===== src/rtl/proc_clock_ctrl.sv =====
// proc_clock_ctrl
//   Divides the master clock by DIV to produce the processor/regfile clock and
//   adds run / halt / single-step control that only ever stops the core on a
//   processor-period boundary. The phase index is exported so memory-side logic
//   (which stays on the master clock) can line up with processor edges.
//
//   Optional feature: define PCC_CYCLE_COUNT_EN to add a 32-bit count of
//   completed processor periods (output cycle_count). Without the macro the
//   port and counter do not exist and everything else behaves identically.
//
//   DIV must be a power of two (>= 2) and LOG2DIV = log2(DIV). The phase
//   counter therefore wraps naturally when it overflows its LOG2DIV bits.
module proc_clock_ctrl #(
  parameter int DIV       = 4,
  parameter int LOG2DIV   = 2,
  parameter bit START_RUN = 1'b1
) (
  input  logic               clock,
  input  logic               reset,
  input  logic               run_req,
  input  logic               halt_req,
  input  logic               step_req,
  output logic               proc_clock,
  output logic               regfile_clock,
  output logic [LOG2DIV-1:0] phase,
  output logic               halted,
  output logic               step_done
`ifdef PCC_CYCLE_COUNT_EN
  ,
  output logic [31:0]        cycle_count
`endif
);

  typedef enum logic [1:0] {
    ST_HALT = 2'd0,
    ST_RUN  = 2'd1,
    ST_STEP = 2'd2
  } state_t;

  // State the controller comes out of reset in.
  localparam state_t RESET_STATE = START_RUN ? ST_RUN : ST_HALT;

  // Last phase of a processor period; the step from here back to 0 is the wrap
  // and the only rising edge of proc_clock.
  localparam logic [LOG2DIV-1:0] LAST_PHASE = LOG2DIV'(DIV - 1);

  state_t               state_reg;
  logic [LOG2DIV-1:0]   phase_reg;
  logic                 halt_pend_reg;
  logic                 halted_reg;
  logic                 step_done_reg;

  logic                 wrap;
  logic                 advancing;

  // The phase counter only moves outside HALT; a wrap is the DIV-1 -> 0 step.
  assign advancing = (state_reg != ST_HALT);
  assign wrap      = advancing && (phase_reg == LAST_PHASE);

  // Controller FSM: owns the phase counter, the pending-halt flag and the
  // registered status outputs. Transitions out of RUN/STEP happen only on a
  // wrap, so a processor period is never cut short by a request.
  always_ff @(posedge clock or negedge reset) begin
    if (!reset) begin
      state_reg     <= RESET_STATE;
      phase_reg     <= '0;
      halt_pend_reg <= 1'b0;
      halted_reg    <= ~START_RUN;
      step_done_reg <= 1'b0;
    end else begin
      step_done_reg <= 1'b0;
      case (state_reg)
        ST_HALT: begin
          // Frozen with proc_clock high; halt has priority over run over step.
          phase_reg <= '0;
          if (!halt_req && run_req) begin
            state_reg  <= ST_RUN;
            halted_reg <= 1'b0;
          end else if (!halt_req && step_req) begin
            state_reg  <= ST_STEP;
            halted_reg <= 1'b0;
          end
        end

        ST_RUN: begin
          phase_reg <= phase_reg + LOG2DIV'(1);
          // A halt request seen in the wrap cycle itself stops at this wrap
          // without first being parked in halt_pend.
          if (wrap && (halt_pend_reg || halt_req)) begin
            state_reg     <= ST_HALT;
            halted_reg    <= 1'b1;
            halt_pend_reg <= 1'b0;
          end else if (halt_req) begin
            halt_pend_reg <= 1'b1;
          end
        end

        ST_STEP: begin
          // Exactly one period, then back to HALT; requests are not looked at.
          phase_reg <= phase_reg + LOG2DIV'(1);
          if (wrap) begin
            state_reg     <= ST_HALT;
            halted_reg    <= 1'b1;
            step_done_reg <= 1'b1;
          end
        end

        default: begin
          // Unreachable encoding: park safely in HALT.
          state_reg     <= ST_HALT;
          halted_reg    <= 1'b1;
          phase_reg     <= '0;
          halt_pend_reg <= 1'b0;
        end
      endcase
    end
  end

`ifdef PCC_CYCLE_COUNT_EN
  logic [31:0] cycle_count_reg;

  // Counts completed processor periods; free-running 32-bit wrap, held in HALT.
  always_ff @(posedge clock or negedge reset) begin
    if (!reset) begin
      cycle_count_reg <= 32'd0;
    end else if (wrap) begin
      cycle_count_reg <= cycle_count_reg + 32'd1;
    end
  end

  assign cycle_count = cycle_count_reg;
`endif

  // proc_clock is a single registered bit (MSB of phase) inverted, so it can
  // not glitch: high in the first half of the period, rising at the wrap.
  assign proc_clock    = ~phase_reg[LOG2DIV-1];
  assign regfile_clock = ~phase_reg[LOG2DIV-1];
  assign phase         = phase_reg;
  assign halted        = halted_reg;
  assign step_done     = step_done_reg;

endmodule


===== config.mk =====
export PLATFORM = sky130hd
export DESIGN_NAME = proc_clock_ctrl
export DESIGN_NICKNAME = d
export VERILOG_FILES = /design/src/rtl/proc_clock_ctrl.sv
export SDC_FILE = /design/constraint.sdc
export NUM_CORES = 1
export LEC_CHECK = 0
export BUFFER_PORTS_ARGS = -buffer_cell sky130_fd_sc_hd__buf_2
export CORE_AREA = 2 2 39 41
export DETAILED_ROUTE_END_ITERATION = 16
export DIE_AREA = 0 0 41 43
export SYNTH_ARGS = -nofsm -noshare
export SYNTH_HDL_FRONTEND = slang
export SYNTH_SLANG_ARGS = --single-unit

===== constraint.sdc =====
create_clock -name clock -period 4.3 [get_ports clock]
set_input_delay 0.86 -clock clock [delete_from_list [all_inputs] [get_ports clock]]
set_output_delay 0.86 -clock clock [all_outputs]
set_load 0.05 [all_outputs]

; Yosys cells after proc, flatten, opt, wreduce, memory -nomap -nowiden
; Index checks and enable logic that the tools add are counted.
[word_totals]
reg_bits = 7
output_inout_bits = 6
input_bits = 5
elab_cells = 43
[op_classes]
n_bitwise = 2
n_addsub = 1
n_eq_ne = 7
muxes = 16
n_reduce_logical = 12
[ops]
columns = op, count
row1 = $mux W2, 5
row2 = $mux W1, 8
row3 = $ne A3 B3 Y1 const B, 2
row4 = $pmux W2 S3, 1
row5 = $eq A2 B2 Y1 const B, 2
row6 = $logic_and A1 B1 Y1, 4
row7 = $ne A2 B2 Y1 const B, 2
row8 = $reduce_or A2 Y1, 2
row9 = $pmux W1 S3, 1
row10 = $reduce_and A3 Y1, 1
row11 = $add A2 B1 Y2 const B, 1
row12 = $eq A2 B1 Y1 const B, 1
row13 = $logic_not A2 Y1, 1
row14 = $not A1 Y1, 2
row15 = $pmux W1 S2, 1
row16 = $reduce_and A2 Y1, 1
row17 = $reduce_bool A2 Y1, 1
row18 = $logic_not A1 Y1, 1
row19 = $logic_or A1 B1 Y1, 1

; Longest topological paths before layout
[logic_depth]
ltp_word = 5
depth_mapped = 6
depth_no_buf = 6

; Worst setup path after synthesis
; No wires, ideal clock.
[synth_path]
path_kind = register to output
startpoint = register phase_reg[1], in the netlist phase[1]
endpoint = output port regfile_clock
t_arrival_ns = 1.271
slack_ns = 2.169
stages_incl_launch_ff = 3
path_cell_list = dfrtp_1 -> inv_1 -> buf_4
[synth_between]
elab_chain_cells = 1
[synth_lines]
columns = item, line
row1 = start: declaration, 48  ; logic [LOG2DIV-1:0] phase_reg;
row2 = start signal: assignment, 86  ; phase_reg <= phase_reg + LOG2DIV'(1);
row3 = start signal: assignment, 100  ; phase_reg <= phase_reg + LOG2DIV'(1);
row4 = $not A1 Y1, -
row5 = end: declaration, 24  ; output logic regfile_clock,
; Every way passes these cells.

; Worst setup path after layout
[layout_path]
startpoint = register phase_reg[1], in the netlist phase[1]
endpoint = output port proc_clock
[layout_between]
elab_chain_cells = 1
[layout_lines]
columns = item, line
row1 = $not A1 Y1, 136  ; assign proc_clock = ~phase_reg[LOG2DIV-1];
row2 = end: declaration, 23  ; output logic proc_clock,
; Every way passes these cells.

==> metrics.md <==
| Metric | Value |
|---|---|
| Design Power | `397 µW` |
| Worst setup path startpoint | `phase[1]` |
| CTS Root Cell | `clkbuf_4` |
| Worst Path Required | `roughly 3.4 ns` |
| Crit start category | `register` |
| Io pins | `11` |
| Synth area leader | `dfrtp_1` |
| Rel. slew slack | `78.1%` |
| GRT Total Usage | `between 10 and 15%` |
| Class of the tightest hold or removal check | `primary input to asynchronous set/reset pin` |
| # fillers | `140` |
| Largest net degree at the start of global routing | `8` |
| Core ar. | `0.00138 mm²` |
| Ys flop type | `dfrtp_1` |
| Post-CTS Setup Repair Bufs | `0` |
| Sequential-to-total area share from yosys stat | `~44%` |
| YS warnings | `0` |
| Flop and latch count out of synthesis | `7` |
| Worst setup path end | `proc_clock` |
| Via Count | `330` |
| Mapped Nets | `51` |
| First-pass GRT wire length | `approximately 1.3 mm` |
| Max-Cap Viols | `0` |
| Layout cells sized above 1 | `between 20 and 30%` |
| Max Slew Vio Count | `0` |
| FF/Latch Area | `176 µm²` |
| Hold-fix buffers, CTS | `0` |
| Setup TNS | `0 ns` |
| Worst R2R Path Depth | `6` |
| Crit path DAT | `between 0.9 and 1 ns` |
| R2r startpoint | `state_reg[0]` |
| CTS Sinks | `7` |
| Drt via density | `around 4.6` |
| Post-synthesis area per instance | `approximately 9.5 µm²` |
| RePlAce Congestion | `0.795` |
| Syn Std Cell Area | `~400 µm²` |
| Post-CTS Resized | `0` |
| Wire per inst | `just over 10 µm` |
| Final net count | `between 60 and 70` |
| HPWL after DPL | `around 580 µm` |
| Reg-to-reg critical path endpoint | `halted` |
| Die Wd | `41 µm` |
| CTS H-tree depth | `1` |
| Crit Path Class | `register to output port` |
| Initial drt markers | `7` |
| Outcome | `finished clean` |
| Final wirelength | `737 µm` |
| Synth cell types | `19` |
| Initial antenna violation count | `0` |
| Reg2reg setup slack | `between 2 and 3 ns` |
| Post-route antenna net violation count | `0` |
| CTS tree | `built` |
| Power Dens Cells | `~810 mW/mm²` |
| # rows | `14` |
| I/O Buffers | `10` |
| Diode count | `0` |
| Vias in the first global route | `a little over 300` |
| Die footprint | `~0.0018 mm²` |
| Yosys top cell area share | `around 38%` |
| CP Capture Type | `output port` |
| Clk_lat worst skew | `around 0.25 ns` |
| EDFF count, synth | `0` |
| CTS buffer count | `3` |
| Clock tree buffer depth | `2` |
| Fin Clk Skew | `0.00268 ns` |
| Pleak | `about 0.00024 µW` |
| Post-Syn Instances | `between 40 and 50` |
| DRC | `0` |
| GRT overflow | `0` |
| Clock transition at path regs | `~0.060 ns` |
| Final Cycle Share | `roughly 42%` |
| Area Overhead vs Synth | `22.3%` |
| Most area-consuming cells after synthesis | `dfrtp_1 38%, ha_1 13%, dfstp_2 6.6%, nand2b_1 4.7%, a21oi_1 3.8%` |
| Initial Utilization | `28.8%` |
| Footprint of the multi-input gates | `about 200 µm²` |
| Router iterations before antenna repair | `4` |
| Max Clk Rate | `roughly 0.55 GHz` |
| Tmin final | `1.82 ns` |
| VDD IR-drop max | `~0.00031 V` |
| Die Ht | `roughly 43 µm` |
| Final Hold Viols | `0` |
| Endpoints failing setup | `0` |
| Critical path peak fanout | `3` |
| RSZ-0062 raised after global routing | `false` |
| Tightest Pin Transition | `about 0.33 ns` |
| Async S/R FF share, synth | `100%` |
-- layout make-up --
| cell class | instances | share of cell area (%) |
|---|---|---|
| well taps | 16 | 4.10 |
| flip-flops and latches | 7 | 36.2 |
| clock buffers | 4 | 5.38 |
| repair buffers | 10 | 10.3 |
| multi-input cells | 30 | 41.0 |
| inverters | 4 | 3.08 |
-- layout by cell type, fill, tap and decap left out, drive strengths merged --
cell type	synthesis	final
o31ai	1	1
ha	4	4
nor2b	2	2
dfrtp	6	6
o22a	1	1
inv	4	4
or3b	1	1
nor2	4	4
nand2b	3	3
nand4b	1	1
o21ai	2	2
a21oi	4	4
dfstp	1	1
and2	2	2
a31oi	1	1
nand3	2	2
nand2	2	2
clkbuf	0	4
buf	1	10
-- cells in the mapped netlist, types with 2 or more instances --
cell type and instances:
o21ai_0 2, nand2b_1 3, ha_1 4, nand3_1 2, a21oi_1 3, nor2b_1 2
inv_1 4, and2_1 2, dfrtp_1 6, nor2_1 4, nand2_1 2
-- per-layer routing --
metal	vias to the layer above	track usage (%)	routed length, µm
met5	-	0	0
met4	0	8.00	21
met3	2	4.71	37
met2	11	15.3	351
met1	149	12.8	327
li1	168	-	-
-- kinds of logic (layout without fill, tap and decap cells) --
logic type,after synthesis,after routing,synth area share (%)
AO/OA/AOI/OAI,9,9,14.1
buffers and inverters,5,18,5.64
AND/OR/NAND/NOR,17,17,23.5
adder cells (fa/ha/maj),4,4,12.5
flip-flops,7,7,44.2
-- worst max-delay path, stage by stage (launching register included) --
cell	delay [ns]
dfrtp_1	0.39
inv_1	0.07
buf_2	0.25
-- through the flow --
stage               setup slack, ns  hold slack (ns)  instance area [µm²]  cells  utilization, %
finish                         2.48            0.433                  488     71            35.3
global placement               2.49            0.456                  462     67            33.4
detailed placement             2.51            0.461                  462     67            33.4
floorplan                      2.17            0.481                  399     42               -
global route                   2.44            0.430                  488     71            35.3
CTS                            2.48            0.437                  488     71            35.3
-- worst min-delay path by stage --
stage                 start            to  slack (ns)  depth (start not counted)
2_1_floorplan  state_reg[0]  state_reg[0]        0.48                          2
3_3_place_gp       phase[0]      phase[0]        0.46                          1
3_5_place_dp       phase[0]      phase[0]        0.46                          1
4_1_cts               reset        halted        0.44                          1
5_1_grt               reset        halted        0.43                          1
6_report              reset     step_done        0.43                          1
-- power breakdown --
group | switching [µW] | total [µW] | internal (µW)
clock network | 25.9 | 61.4 | 35.5
logic | 154 | 222 | 68.0
registers | 18.2 | 113 | 94.7
total | 198 | 397 | 198
No activity file was read; power rests on OpenSTA's default activity.
